<file path="src/rtl/ysyx_ifu_fetch_ctrl_pkg.sv">
// Shared types for the IFU fetch sequencer.
// Holds the FSM state encoding and the fetch-queue entry layout.
package ysyx_ifu_fetch_ctrl_pkg;

  localparam int unsigned YSYX_XLEN = 32;

  typedef enum logic [1:0] {
    ST_FETCH = 2'd0,
    ST_KILL  = 2'd1,
    ST_FENCE = 2'd2
  } fetch_state_e;

  typedef struct packed {
    logic [31:0]          inst;
    logic [YSYX_XLEN-1:0] pc;
    logic [YSYX_XLEN-1:0] pnpc;
  } fq_entry_t;

endpackage

</file>
<file path="src/rtl/ysyx_ifu_fetch_ctrl_fq.sv">
// Fetch queue: power-of-two FIFO with synchronous flush.
// Head entry is always visible on data_o; flush wins over push/pop.
module ysyx_ifu_fq #(
  parameter int unsigned DEPTH = 2,
  parameter int unsigned W     = 96
) (
  input  logic         clock,
  input  logic         reset,
  input  logic         flush_i,
  input  logic         push_i,
  input  logic [W-1:0] data_i,
  input  logic         pop_i,
  output logic [W-1:0] data_o,
  output logic         full_o,
  output logic         empty_o
);

  localparam int unsigned AW = $clog2(DEPTH);

  logic [W-1:0]  mem_q [DEPTH];
  logic [AW-1:0] wr_ptr_q;
  logic [AW-1:0] rd_ptr_q;
  logic [AW:0]   cnt_q;
  logic          do_push;
  logic          do_pop;

  assign full_o  = (cnt_q == (AW+1)'(DEPTH));
  assign empty_o = (cnt_q == '0);
  assign do_pop  = pop_i & ~empty_o;
  // a full queue may still accept when the head leaves this cycle
  assign do_push = push_i & (~full_o | do_pop);
  assign data_o  = mem_q[rd_ptr_q];

  always_ff @(posedge clock or negedge reset) begin
    if (!reset) begin
      wr_ptr_q <= '0;
      rd_ptr_q <= '0;
      cnt_q    <= '0;
    end else if (flush_i) begin
      wr_ptr_q <= '0;
      rd_ptr_q <= '0;
      cnt_q    <= '0;
    end else begin
      if (do_push) wr_ptr_q <= wr_ptr_q + 1'b1;
      if (do_pop)  rd_ptr_q <= rd_ptr_q + 1'b1;
      unique case ({do_push, do_pop})
        2'b10:   cnt_q <= cnt_q + 1'b1;
        2'b01:   cnt_q <= cnt_q - 1'b1;
        default: cnt_q <= cnt_q;
      endcase
    end
  end

  always_ff @(posedge clock) begin
    if (do_push && !flush_i) mem_q[wr_ptr_q] <= data_i;
  end

endmodule

</file>
<file path="src/rtl/ysyx_ifu_fetch_ctrl.sv">
// IFU fetch sequencer: owns the fetch PC, fills the fetch queue
// from L1I and handles redirects, stale-access drain and fence.i.
module ysyx_ifu_fetch_ctrl
  import ysyx_ifu_fetch_ctrl_pkg::*;
#(
  parameter int unsigned     XLEN     = YSYX_XLEN,
  parameter logic [XLEN-1:0] RESET_PC = XLEN'(32'h8000_0000),
  parameter int unsigned     FQ_DEPTH = 2
) (
  input  logic            clock,
  input  logic            reset,
  input  logic            redirect_valid,
  input  logic [XLEN-1:0] redirect_pc,
  input  logic            redirect_fence_i,
  output logic [XLEN-1:0] bpu_pc,
  input  logic [XLEN-1:0] bpu_npc,
  input  logic            bpu_taken,
  output logic [XLEN-1:0] l1i_pc,
  output logic            l1i_invalid,
  input  logic [31:0]     l1i_inst,
  input  logic            l1i_valid,
  output logic [31:0]     idu_inst,
  output logic [XLEN-1:0] idu_pc,
  output logic [XLEN-1:0] idu_pnpc,
  output logic            idu_valid,
  input  logic            idu_ready
);

  fetch_state_e    state_q, state_d;
  logic [XLEN-1:0] pc_q, pc_d;
  logic [XLEN-1:0] pend_pc_q, pend_pc_d;
  logic            pend_fence_q, pend_fence_d;
  logic [XLEN-1:0] pnpc;
  logic            fq_full;
  logic            fq_empty;
  logic            push;
  logic            pop;
  fq_entry_t       push_ent;
  fq_entry_t       head_ent;

  assign pnpc = bpu_taken ? bpu_npc : pc_q + XLEN'(4);

  // pc_q is not advanced in KILL/FENCE, so it still holds the
  // address of the access being drained
  assign bpu_pc      = pc_q;
  assign l1i_pc      = pc_q;
  assign l1i_invalid = (state_q == ST_FENCE);

  assign idu_valid = ~fq_empty;
  assign pop       = idu_valid & idu_ready;
  assign push      = (state_q == ST_FETCH) & l1i_valid
                   & ~redirect_valid & (~fq_full | idu_ready);

  assign push_ent = '{inst: l1i_inst, pc: pc_q, pnpc: pnpc};

  assign idu_inst = head_ent.inst;
  assign idu_pc   = head_ent.pc;
  assign idu_pnpc = head_ent.pnpc;

  ysyx_ifu_fq #(
    .DEPTH (FQ_DEPTH),
    .W     ($bits(fq_entry_t))
  ) u_fq (
    .clock   (clock),
    .reset   (reset),
    .flush_i (redirect_valid),
    .push_i  (push),
    .data_i  (push_ent),
    .pop_i   (pop),
    .data_o  (head_ent),
    .full_o  (fq_full),
    .empty_o (fq_empty)
  );

  always_comb begin
    state_d      = state_q;
    pc_d         = pc_q;
    pend_pc_d    = pend_pc_q;
    pend_fence_d = pend_fence_q;
    unique case (state_q)
      ST_FETCH: begin
        if (redirect_valid) begin
          pend_pc_d    = redirect_pc;
          pend_fence_d = redirect_fence_i;
          unique case (1'b1)
            !l1i_valid:       state_d = ST_KILL;
            redirect_fence_i: state_d = ST_FENCE;
            default:          pc_d    = redirect_pc;
          endcase
        end else if (push) begin
          pc_d = pnpc;
        end
      end
      ST_KILL: begin
        if (redirect_valid) begin
          pend_pc_d    = redirect_pc;
          pend_fence_d = pend_fence_q | redirect_fence_i;
        end
        // the drained response closes the only access in flight
        if (l1i_valid) begin
          if (pend_fence_d) begin
            state_d = ST_FENCE;
          end else begin
            state_d = ST_FETCH;
            pc_d    = pend_pc_d;
          end
        end
      end
      ST_FENCE: begin
        if (redirect_valid) begin
          pend_pc_d    = redirect_pc;
          pend_fence_d = redirect_fence_i;
        end else begin
          state_d = ST_FETCH;
          pc_d    = pend_pc_q;
        end
      end
      default: begin
        state_d = ST_FETCH;
      end
    endcase
  end

  always_ff @(posedge clock or negedge reset) begin
    if (!reset) begin
      state_q      <= ST_FETCH;
      pc_q         <= RESET_PC;
      pend_pc_q    <= '0;
      pend_fence_q <= 1'b0;
    end else begin
      state_q      <= state_d;
      pc_q         <= pc_d;
      pend_pc_q    <= pend_pc_d;
      pend_fence_q <= pend_fence_d;
    end
  end

endmodule

</file>
<file path="config.mk">
export PLATFORM = sky130hd
export DESIGN_NAME = ysyx_ifu_fetch_ctrl
export DESIGN_NICKNAME = d
export VERILOG_FILES = /design/src/rtl/ysyx_ifu_fetch_ctrl_pkg.sv /design/src/rtl/ysyx_ifu_fetch_ctrl_fq.sv /design/src/rtl/ysyx_ifu_fetch_ctrl.sv
export SDC_FILE = /design/constraint.sdc
export NUM_CORES = 1
export LEC_CHECK = 0
export ABC_AREA = 1
export CAP_MARGIN = 20
export CORE_UTILIZATION = 35
export DETAILED_ROUTE_END_ITERATION = 6
export GPL_ROUTABILITY_DRIVEN = 0
export GPL_TIMING_DRIVEN = 1
export PLACE_DENSITY = 0.59
export SLEW_MARGIN = 20
export SYNTH_ARGS = -nofsm -noshare
export SYNTH_HDL_FRONTEND = slang
export SYNTH_SLANG_ARGS = --single-unit
</file>
<file path="constraint.sdc">
create_clock -name clock -period 13.5 [get_ports clock]
set_clock_uncertainty 0.1 [all_clocks]
set_input_delay 2.7 -clock clock [delete_from_list [all_inputs] [get_ports clock]]
set_output_delay 2.7 -clock clock [all_outputs]
set_load 0.03 [all_outputs]
</file>
==> results.py, run 1 <==
metrics = {
    "sta": {
        "fin_setup_tns_ns": 0,
        "finalMaxSlewViolations": 0,
        "period_share_pct": 43.5,
        "maxSlewHeadroom_pct": 27.8,
        "hold_viol_final": 0,
        "rsz0062_at_grt": "no",
        "worst_pin_slew_ns": 1.08,
        "hold_ws_ns": 0.413,
        "clock.fmax_mhz": 170,
        "finalSetupViolCount": 0,
        "fin_crit_ns": 5.88,
    },
    "routing": {
        "drc": 0,
        "dr_total_vias": 9992,
        "drt-wirelength-per-cell_um": 17.2,
        "drt_wl_total_um": 35700,
        "firstDrtPassIters": 5,
        "ant_nets": 0,
        "first_iter_violations": 789,
        "via_per_inst": 4.81,
    },
    "power": {
        "p_int_mw": 2.07,
        "p_sw_mw": 1.47,
        "vdd_ir_drop_max_mv": 0.0968,
        "power_density_nw_per_um2": 217,
        "power_mw": 3.54,
        "combPwrFrac_pct": 43.0,
        "p_sw_share_pct": 41.5,
        "power_leakage_nw": 6.57,
        "seqPwrFrac_pct": 35.1,
        "p_clk_share_pct": 21.9,
    },
    "grt": {
        "grt_pass1_vias": 9280,
        "grt_use_met1_pct": 28.2,
        "use_met3_pct": 2.80,
        "grt_overflow_total": 0,
        "gr-usage-all-layers_pct": 18.9,
        "grt_pass1_wl_um": 53400,
        "antenna_found_initial": 1,
        "grtUsageMet2_pct": 28.9,
        "grt_max_degree": 90,
        "grt-busiest-layer": "met2",
    },
    "flow_run": {
        "maxCapViolations": 0,
    },
    "synthesis": {
        "synth_area_leaders": "edfxtp_1 46%, nand2_1 17%, dfrtp_1 14%, o21ai_0 3.4%, nand3_1 2.5%",
        "syn_nets": 1500,
        "synth_area_per_cell_um2": 9.07,
        "synth-seq-cells": 263,
        "synthDominantCellAreaShare_pct": 45.7,
        "netlist_instances": 1392,
        "yosysTopAreaCell": "edfxtp_1",
        "synth_area_um2": 12600,
        "ys.warnings.count": 0,
        "ys_types": 35,
        "ys_seq_area_share_pct": 59.7,
    },
    "worst_hold_path": {
        "hp-start": "pend_pc_q[3]",
        "hp-class": "register to register",
    },
    "run_status": {
        "status": "finished, final reports clean",
    },
    "clock_network": {
        "clock_path_buffers": 3,
        "postCtsHoldBufs": 0,
        "cts_setup_buffers": 0,
        "cts_tree": "done",
        "cts_max_level": 1,
        "cts-resized-gates": 0,
        "clk-insertion-delay-late_ns": 0.54,
        "cts-root-buf": "clkbuf_16",
        "numCtsBuffers": 29,
        "clock-sinks": 263,
        "path_clk_slew_ns": 0.06,
    },
    "critical_path": {
        "worst-endpoint-arrival_ns": 3.08,
        "cp-start-kind": "register",
        "path_max_fanout": 75,
        "crit_type": "register to primary output",
        "reg2reg_from": "state_q[1]",
        "required_ns": 10.70,
        "cp-end-kind": "primary output",
        "startpoint": "u_fq.rd_ptr_q",
    },
    "die": {
        "initial_utilization_pct": 35.5,
        "core_area_um2": 35600,
        "io_pins": 265,
        "die_x_um": 192,
        "die_h_um": 192,
        "num_rows": 69,
        "die_area_um2": 36800,
    },
    "layout": {
        "final_cell_mix": "588 x nand2_1, 262 x clkdlybuf4s50_1, 192 x edfxtp_1, 85 x o21ai_0, 73 x inv_1",
        "area_growth_pct": 29.3,
        "final_common_cell": "nand2_1",
        "diodes": 0,
        "fin_cells": 2079,
        "num-fill-cells": 3415,
        "drive_gt1_share_pct": 5.81,
        "final_nets": 1705,
    },
    "place": {
        "io_buffers": 264,
        "dp.cells": 2027,
        "hpwl_um": 24500,
    },
}
[flip-flops by register name (all words and copies together) (netlist names)]
| register | count |
|---|---|
| u_fq.wr_ptr_q | 1 |
| pend_fence_q | 1 |
| u_fq.mem_q | 192 |
| bpu_pc | 32 |
| u_fq.rd_ptr_q | 1 |
| u_fq.cnt_q | 2 |
| pend_pc_q | 32 |
| state_q | 2 |
[power by group through the flow]
stage | clock, mW | sequential, mW | combinational (mW)
floorplan | 0 | 1.27 | 0.965
global placement | 0 | 1.26 | 1.51
detailed placement | 0 | 1.26 | 1.53
CTS | 0.791 | 1.25 | 1.53
global route | 0.825 | 1.26 | 1.67
finish | 0.775 | 1.24 | 1.52
[final cells by class]
cell class                 count  area [um^2]  share of cell area, %
clock buffer                  34          744                   4.56
clock inverter                18          189                   1.16
inverter                      77          290                   1.78
multi-input combinational    952         4270                   26.2
sequential                   263         7550                   46.2
tap                          461          577                   3.53
timing repair buffer         274         2710                   16.6
[layer usage]
metal / wire length [um] / vias to the layer above / part of all wire [%]
met5: 0 / - / 0
met4: 516 / 0 / 1.4
met3: 2350 / 31 / 6.6
met2: 15800 / 302 / 44
met1: 17000 / 4676 / 48
li1: - / 4983 / -
[logic make-up (layout without fill, tap and decap cells)]
logic type | Yosys count | count (layout) | share of synthesized area, %
compound gates | 182 | 182 | 8.53
xor+xnor | 5 | 5 | 0.347
flops | 263 | 263 | 59.7
simple gates | 760 | 760 | 24.3
fa+ha+maj | 5 | 5 | 0.495
buf+inv | 177 | 403 | 6.58
[worst max-delay path, cell delays in order, from the launching register on]
cell             delay, ns
dfrtp_4               0.53
clkinv_2              0.28
buf_4                 0.68
nand2_1               0.14
nand2_1               0.15
clkdlybuf4s50_1       0.68
[through the flow]
| step | instance area (um^2) | setup slack, ns | utilization [%] |
|---|---|---|---|
| after detailed placement | 15400 | 7.78 | 43.3 |
| after floorplan | 12600 | 5.82 | - |
| final | 16300 | 7.62 | 45.9 |
| after global routing | 16300 | 7.41 | 45.9 |
| after global placement | 15400 | 7.83 | 43.3 |
| after CTS | 16300 | 7.57 | 45.9 |
[cell usage after synthesis, drive strengths merged]
master	number
a21boi	7
a21oi	35
a221oi	24
a31oi	1
and2	13
buf	59
clkbuf	41
clkinv	1
dfrtp	70
dfstp	1
edfxtp	192
ha	5
inv	76
nand2	589
nand2b	1
nand3	64
nand3b	1
nor2	75
nor3	1
o211ai	10
o21a	8
o21ai	91
o21bai	4
o22ai	2
or2	16
xnor2	1
xor2	4
[path summary, 6_finish.rpt]
path                                     endpoint  slack (ns)  depth (start not counted)
worst min register to register       pend_pc_q[3]        0.41                          2
worst max-delay path                 idu_pnpc[18]        7.62                          5
worst min-delay path                 pend_pc_q[3]        0.41                          2
min in group asynchronous              state_q[1]        2.26                          2
max in group asynchronous           u_fq.rd_ptr_q       10.31                          2
worst max register to register  u_fq.mem_q[0][61]       10.28                          7
(Power assumes the default switching activity.)
==> run 2: changes to the inputs <==
clock period = 6 ns   (was 13.5 ns; I/O delays follow)
==> results.py, run 2 (same netlist as run 1, synthesis figures left out) <==
metrics = {
    "sta": {
        "maxSlewHeadroom_pct": 29.4,
        "fin_setup_tns_ns": 0,
        "period_share_pct": 68.8,
        "rsz0062_at_grt": "no",
        "finalMaxSlewViolations": 0,
        "hold_viol_final": 0,
        "finalSetupViolCount": 0,
        "fin_crit_ns": 4.13,
        "layout_setup_ws_ns": 1.87,
        "worst_pin_slew_ns": 1.06,
        "clock.fmax_mhz": 242,
        "hold_ws_ns": 0.399,
    },
    "grt": {
        "use_met3_pct": 2.59,
        "grt_use_met1_pct": 27.9,
        "gr-usage-all-layers_pct": 18.7,
        "antenna_found_initial": 0,
        "grt_max_degree": 97,
        "grt_overflow_total": 0,
        "grt-busiest-layer": "met2",
        "grt_pass1_vias": 9271,
        "grt_pass1_wl_um": 53000,
        "grtUsageMet2_pct": 28.7,
    },
    "routing": {
        "drt-wirelength-per-cell_um": 17.0,
        "via_per_inst": 4.77,
        "drc": 0,
        "firstDrtPassIters": 5,
        "first_iter_violations": 725,
        "ant_nets": 0,
        "dr_total_vias": 9919,
        "drt_wl_total_um": 35300,
    },
    "place": {
        "dp.cells": 2031,
        "io_buffers": 264,
        "postPlaceCellArea_um2": 15400,
        "hpwl_um": 24600,
        "dp_worst_setup_slack_ns": 2.16,
    },
    "clock_network": {
        "path_clk_slew_ns": 0.06,
        "cts-resized-gates": 0,
        "cts_setup_buffers": 0,
        "clk-insertion-delay-late_ns": 0.53,
        "clock-sinks": 263,
        "postCtsHoldBufs": 0,
        "cts-root-buf": "clkbuf_16",
        "cts_tree": "done",
        "clock_path_buffers": 3,
        "numCtsBuffers": 28,
        "cts_max_level": 1,
    },
    "worst_hold_path": {
        "holdPathEnd": "pend_pc_q[2]",
        "hp-class": "register to register",
        "hp-start": "pend_pc_q[2]",
        "holdPathStages": 2,
    },
    "critical_path": {
        "path_max_fanout": 47,
        "cp-end-kind": "primary output",
        "slowest_delay_ns": 0.68,
        "required_ns": 4.70,
        "crit_top_cell": "nand2_1",
        "rrSetupSlack_ns": 3.15,
        "crit_type": "register to primary output",
        "r2r_cells": 7,
        "worst-endpoint-arrival_ns": 2.83,
        "cp.buffers_inverters": 3,
        "reg2reg_from": "state_q[1]",
        "crit_chain": "clkinv_2, buf_4, nand2_1, nand2_1, clkdlybuf4s50_1",
        "cpLargestDelayFamily": "buffers and inverters",
        "slowest_stage": "clkdlybuf4s50_1",
        "rr_endpoint": "bpu_pc[15]",
        "cp-start-kind": "register",
    },
    "layout": {
        "area_growth_pct": 29.3,
        "final_cell_mix": "588 x nand2_1, 262 x clkdlybuf4s50_1, 192 x edfxtp_1, 85 x o21ai_0, 73 x inv_1",
        "drive_gt1_share_pct": 5.81,
        "top_register": "u_fq.mem_q",
        "diodes": 0,
        "fin_cells": 2080,
        "final_nets": 1708,
        "fin_util_pct": 45.9,
        "largest_reg_flops": 192,
        "postLayoutCellArea_um2": 16300,
        "num-fill-cells": 3382,
        "final_common_cell": "nand2_1",
    },
    "power": {
        "vdd_ir_drop_max_mv": 0.286,
        "power_mw": 7.87,
        "power_density_nw_per_um2": 482,
        "power_leakage_nw": 6.57,
    },
    "die": {
        "die_x_um": 192,
        "initial_utilization_pct": 35.5,
        "io_pins": 265,
        "core_area_um2": 35600,
        "die_area_um2": 36800,
        "num_rows": 69,
        "die_h_um": 192,
    },
    "flow_run": {
        "maxCapViolations": 0,
    },
    "run_status": {
        "status": "finished, final reports clean",
    },
}
run 2: cell types whose count changed in the layout (fill, tap and decap cells not counted), moves of 3 or more:
cell       delta
clkbuf_1      +4
clkbuf_8      +4
clkinv_2      -4
bufinv_16     -3
clkinv_1      -3
run 2: how the worst max path moves through the flow:
stage                        end  cells after the start           start
6_report            idu_pnpc[31]                      5   u_fq.rd_ptr_q
2_1_floorplan   u_fq.mem_q[0][0]                      3  redirect_valid
5_1_grt             idu_pnpc[31]                      5   u_fq.rd_ptr_q
3_3_place_gp   u_fq.mem_q[0][17]                      6  redirect_valid
4_1_cts             idu_pnpc[28]                      5   u_fq.rd_ptr_q
3_5_place_dp   u_fq.mem_q[0][74]                      6  redirect_valid
run 2: metal layers:
metal  wire, um  vias to the layer above
met5          0                        -
met4        648                        0
met3       2200                       44
met2      15600                      303
met1      16900                     4599
li1           -                     4973
run 2: cell type report:
cell class | count | area [um^2] | area share (%)
inverters | 77 | 290 | 1.78
clock inverters | 7 | 61.3 | 0.376
repair buffers | 278 | 2760 | 16.9
well taps | 461 | 577 | 3.53
flip-flops and latches | 263 | 7550 | 46.2
clock buffers | 42 | 815 | 4.99
multi-input cells | 952 | 4270 | 26.2
run 2: tightest hold or removal path: cells and delay by family, from the launching register on:
family,cells,cell delay (ns)
AO/OA/AOI/OAI,1,0.06
flip-flops,1,0.35
AND/OR/NAND/NOR,1,0.05
run 2: power breakdown:
part | total (mW) | leakage, nW | internal, mW | switching [mW]
combinational | 3.45 | 3.51 | 1.24 | 2.21
sequential | 2.78 | 2.63 | 2.38 | 0.395
clock | 1.64 | 0.430 | 0.972 | 0.673
total | 7.87 | 6.57 | 4.59 | 3.28
==> run 3: changes to the inputs <==
clock period = 4.2 ns   (was 6 ns; I/O delays follow)
==> results.py, run 3 (same netlist as run 1, synthesis figures left out) <==
metrics = {
    "run_status": {
        "status": "finished, final reports clean",
    },
    "layout": {
        "fin_cells": 2104,
        "top_register": "u_fq.mem_q",
        "final_nets": 1727,
        "final_common_cell": "nand2_1",
        "fin_util_pct": 46.8,
        "final_cell_mix": "588 x nand2_1, 262 x clkdlybuf4s50_1, 192 x edfxtp_1, 85 x o21ai_0, 72 x inv_1",
        "area_growth_pct": 31.9,
        "drive_gt1_share_pct": 7.25,
        "largest_reg_flops": 192,
        "num-fill-cells": 3409,
        "postLayoutCellArea_um2": 16700,
    },
    "grt": {
        "grt_pass1_wl_um": 55100,
        "grt_max_degree": 80,
        "grt_pass1_vias": 9660,
        "grt_overflow_total": 0,
        "antenna_found_initial": 2,
        "gr-usage-all-layers_pct": 19.6,
    },
    "place": {
        "io_buffers": 264,
        "postPlaceCellArea_um2": 15700,
        "dp.cells": 2049,
        "hpwl_um": 25900,
    },
    "clock_network": {
        "numCtsBuffers": 29,
        "cts_max_level": 1,
        "path_clk_slew_ns": 0.06,
        "cts-root-buf": "clkbuf_16",
        "postCtsHoldBufs": 0,
        "clk-insertion-delay-late_ns": 0.54,
        "clock-sinks": 263,
        "cts_tree": "done",
        "cts_setup_buffers": 0,
        "cts-resized-gates": 0,
        "clock_path_buffers": 3,
    },
    "die": {
        "die_x_um": 192,
        "die_h_um": 192,
        "io_pins": 265,
        "initial_utilization_pct": 35.5,
        "core_area_um2": 35600,
        "num_rows": 69,
        "die_area_um2": 36800,
    },
    "worst_hold_path": {
        "hp-class": "input port to asynchronous set/reset pin",
    },
    "critical_path": {
        "startpoint": "u_fq.rd_ptr_q",
        "worst-endpoint-arrival_ns": 2.84,
        "crit_chain": "clkinv_2, buf_12, nand2_1, nand2_1, clkdlybuf4s50_1",
        "cp-start-kind": "register",
        "rr_endpoint": "u_fq.mem_q[0][79]",
        "crit_type": "register to primary output",
        "slowest_stage": "dfrtp_4",
        "path_max_fanout": 47,
        "rrSetupSlack_ns": 1.54,
        "crit_top_cell": "nand2_1",
        "required_ns": 3.26,
        "r2r_cells": 7,
        "reg2reg_from": "state_q[0]",
        "slowest_delay_ns": 0.61,
        "crit_end": "idu_pnpc[10]",
        "cp-end-kind": "primary output",
    },
    "sta": {
        "rsz0062_at_grt": "no",
        "period_share_pct": 90.0,
        "finalSetupViolCount": 0,
        "worst_pin_slew_ns": 1.02,
        "clock.fmax_mhz": 265,
        "maxSlewHeadroom_pct": 31.7,
        "hold_viol_final": 0,
        "finalMaxSlewViolations": 0,
        "fin_crit_ns": 3.78,
    },
    "routing": {
        "drt-wirelength-per-cell_um": 17.2,
        "drc": 0,
        "first_iter_violations": 785,
        "via_per_inst": 4.79,
        "dr_total_vias": 10100,
        "firstDrtPassIters": 5,
        "ant_nets": 0,
        "drt_wl_total_um": 36200,
    },
    "power": {
        "power_density_nw_per_um2": 694,
        "power_leakage_nw": 6.75,
        "vdd_ir_drop_max_mv": 0.388,
    },
    "flow_run": {
        "maxCapViolations": 0,
    },
}
==> run 3: cell types whose count changed in the layout (fill, tap and decap cells not counted), sizes merged <==
cell / delta
buf: +18
bufinv: +4
clkbuf: -8
clkinv: +8
clkinvlp: +1
diode: +2
inv: -1
==> run 3: how the worst min path moves through the flow <==
stage	startpoint	end	cells after the start
after global placement	pend_pc_q[3]	pend_pc_q[3]	2
after floorplan	pend_pc_q[0]	pend_pc_q[0]	2
after CTS	reset	state_q[0]	1
after detailed placement	pend_pc_q[2]	pend_pc_q[2]	2
after global routing	reset	pend_fence_q	1
final	reset	pend_fence_q	1
==> run 3: power breakdown <==
| group | internal, mW | switching (mW) |
|---|---|---|
| Sequential | 3.40 | 0.598 |
| Combinational | 1.81 | 3.13 |
| Clock | 1.59 | 1.02 |
| Total | 6.80 | 4.75 |
==> run 3: layout make-up <==
cell class	count	area [um^2]	area share [%]
Antenna cell	2	5.00	0.0300
Multi-Input combinational cell	952	4270	25.6
Sequential cell	263	7550	45.3
Clock buffer	34	754	4.53
Timing Repair Buffer	296	2990	17.9
Tap cell	461	577	3.46
Clock inverter	19	229	1.37
Inverter	77	290	1.74
==> run 3: worst max-delay path: cells and delay by family (launching register included) <==
| family | cells | cell delay (ns) |
|---|---|---|
| flip-flops | 1 | 0.61 |
| AND/OR/NAND/NOR | 2 | 0.18 |
| buffers and inverters | 3 | 1.48 |
==> run 3: stage by stage <==
step | setup slack, ns | power [mW] | hold slack, ns | setup TNS (ns)
2_1_floorplan | -0.00629 | 7.16 | 0.366 | -0.604
3_3_place_gp | 0.968 | 8.96 | 0.384 | 0
3_5_place_dp | 0.942 | 9.01 | 0.392 | 0
4_1_cts | 0.389 | 11.6 | 0.387 | 0
5_1_grt | 0.260 | 12.3 | 0.420 | 0
6_report | 0.421 | 11.6 | 0.352 | 0
==> run 3: metal layers <==
layer	part of all wire [%]	GRT usage, %
met2	46	31.5
met4	1.6	4.18
met1	46	27.9
met5	0.025	0
met3	6.3	2.85
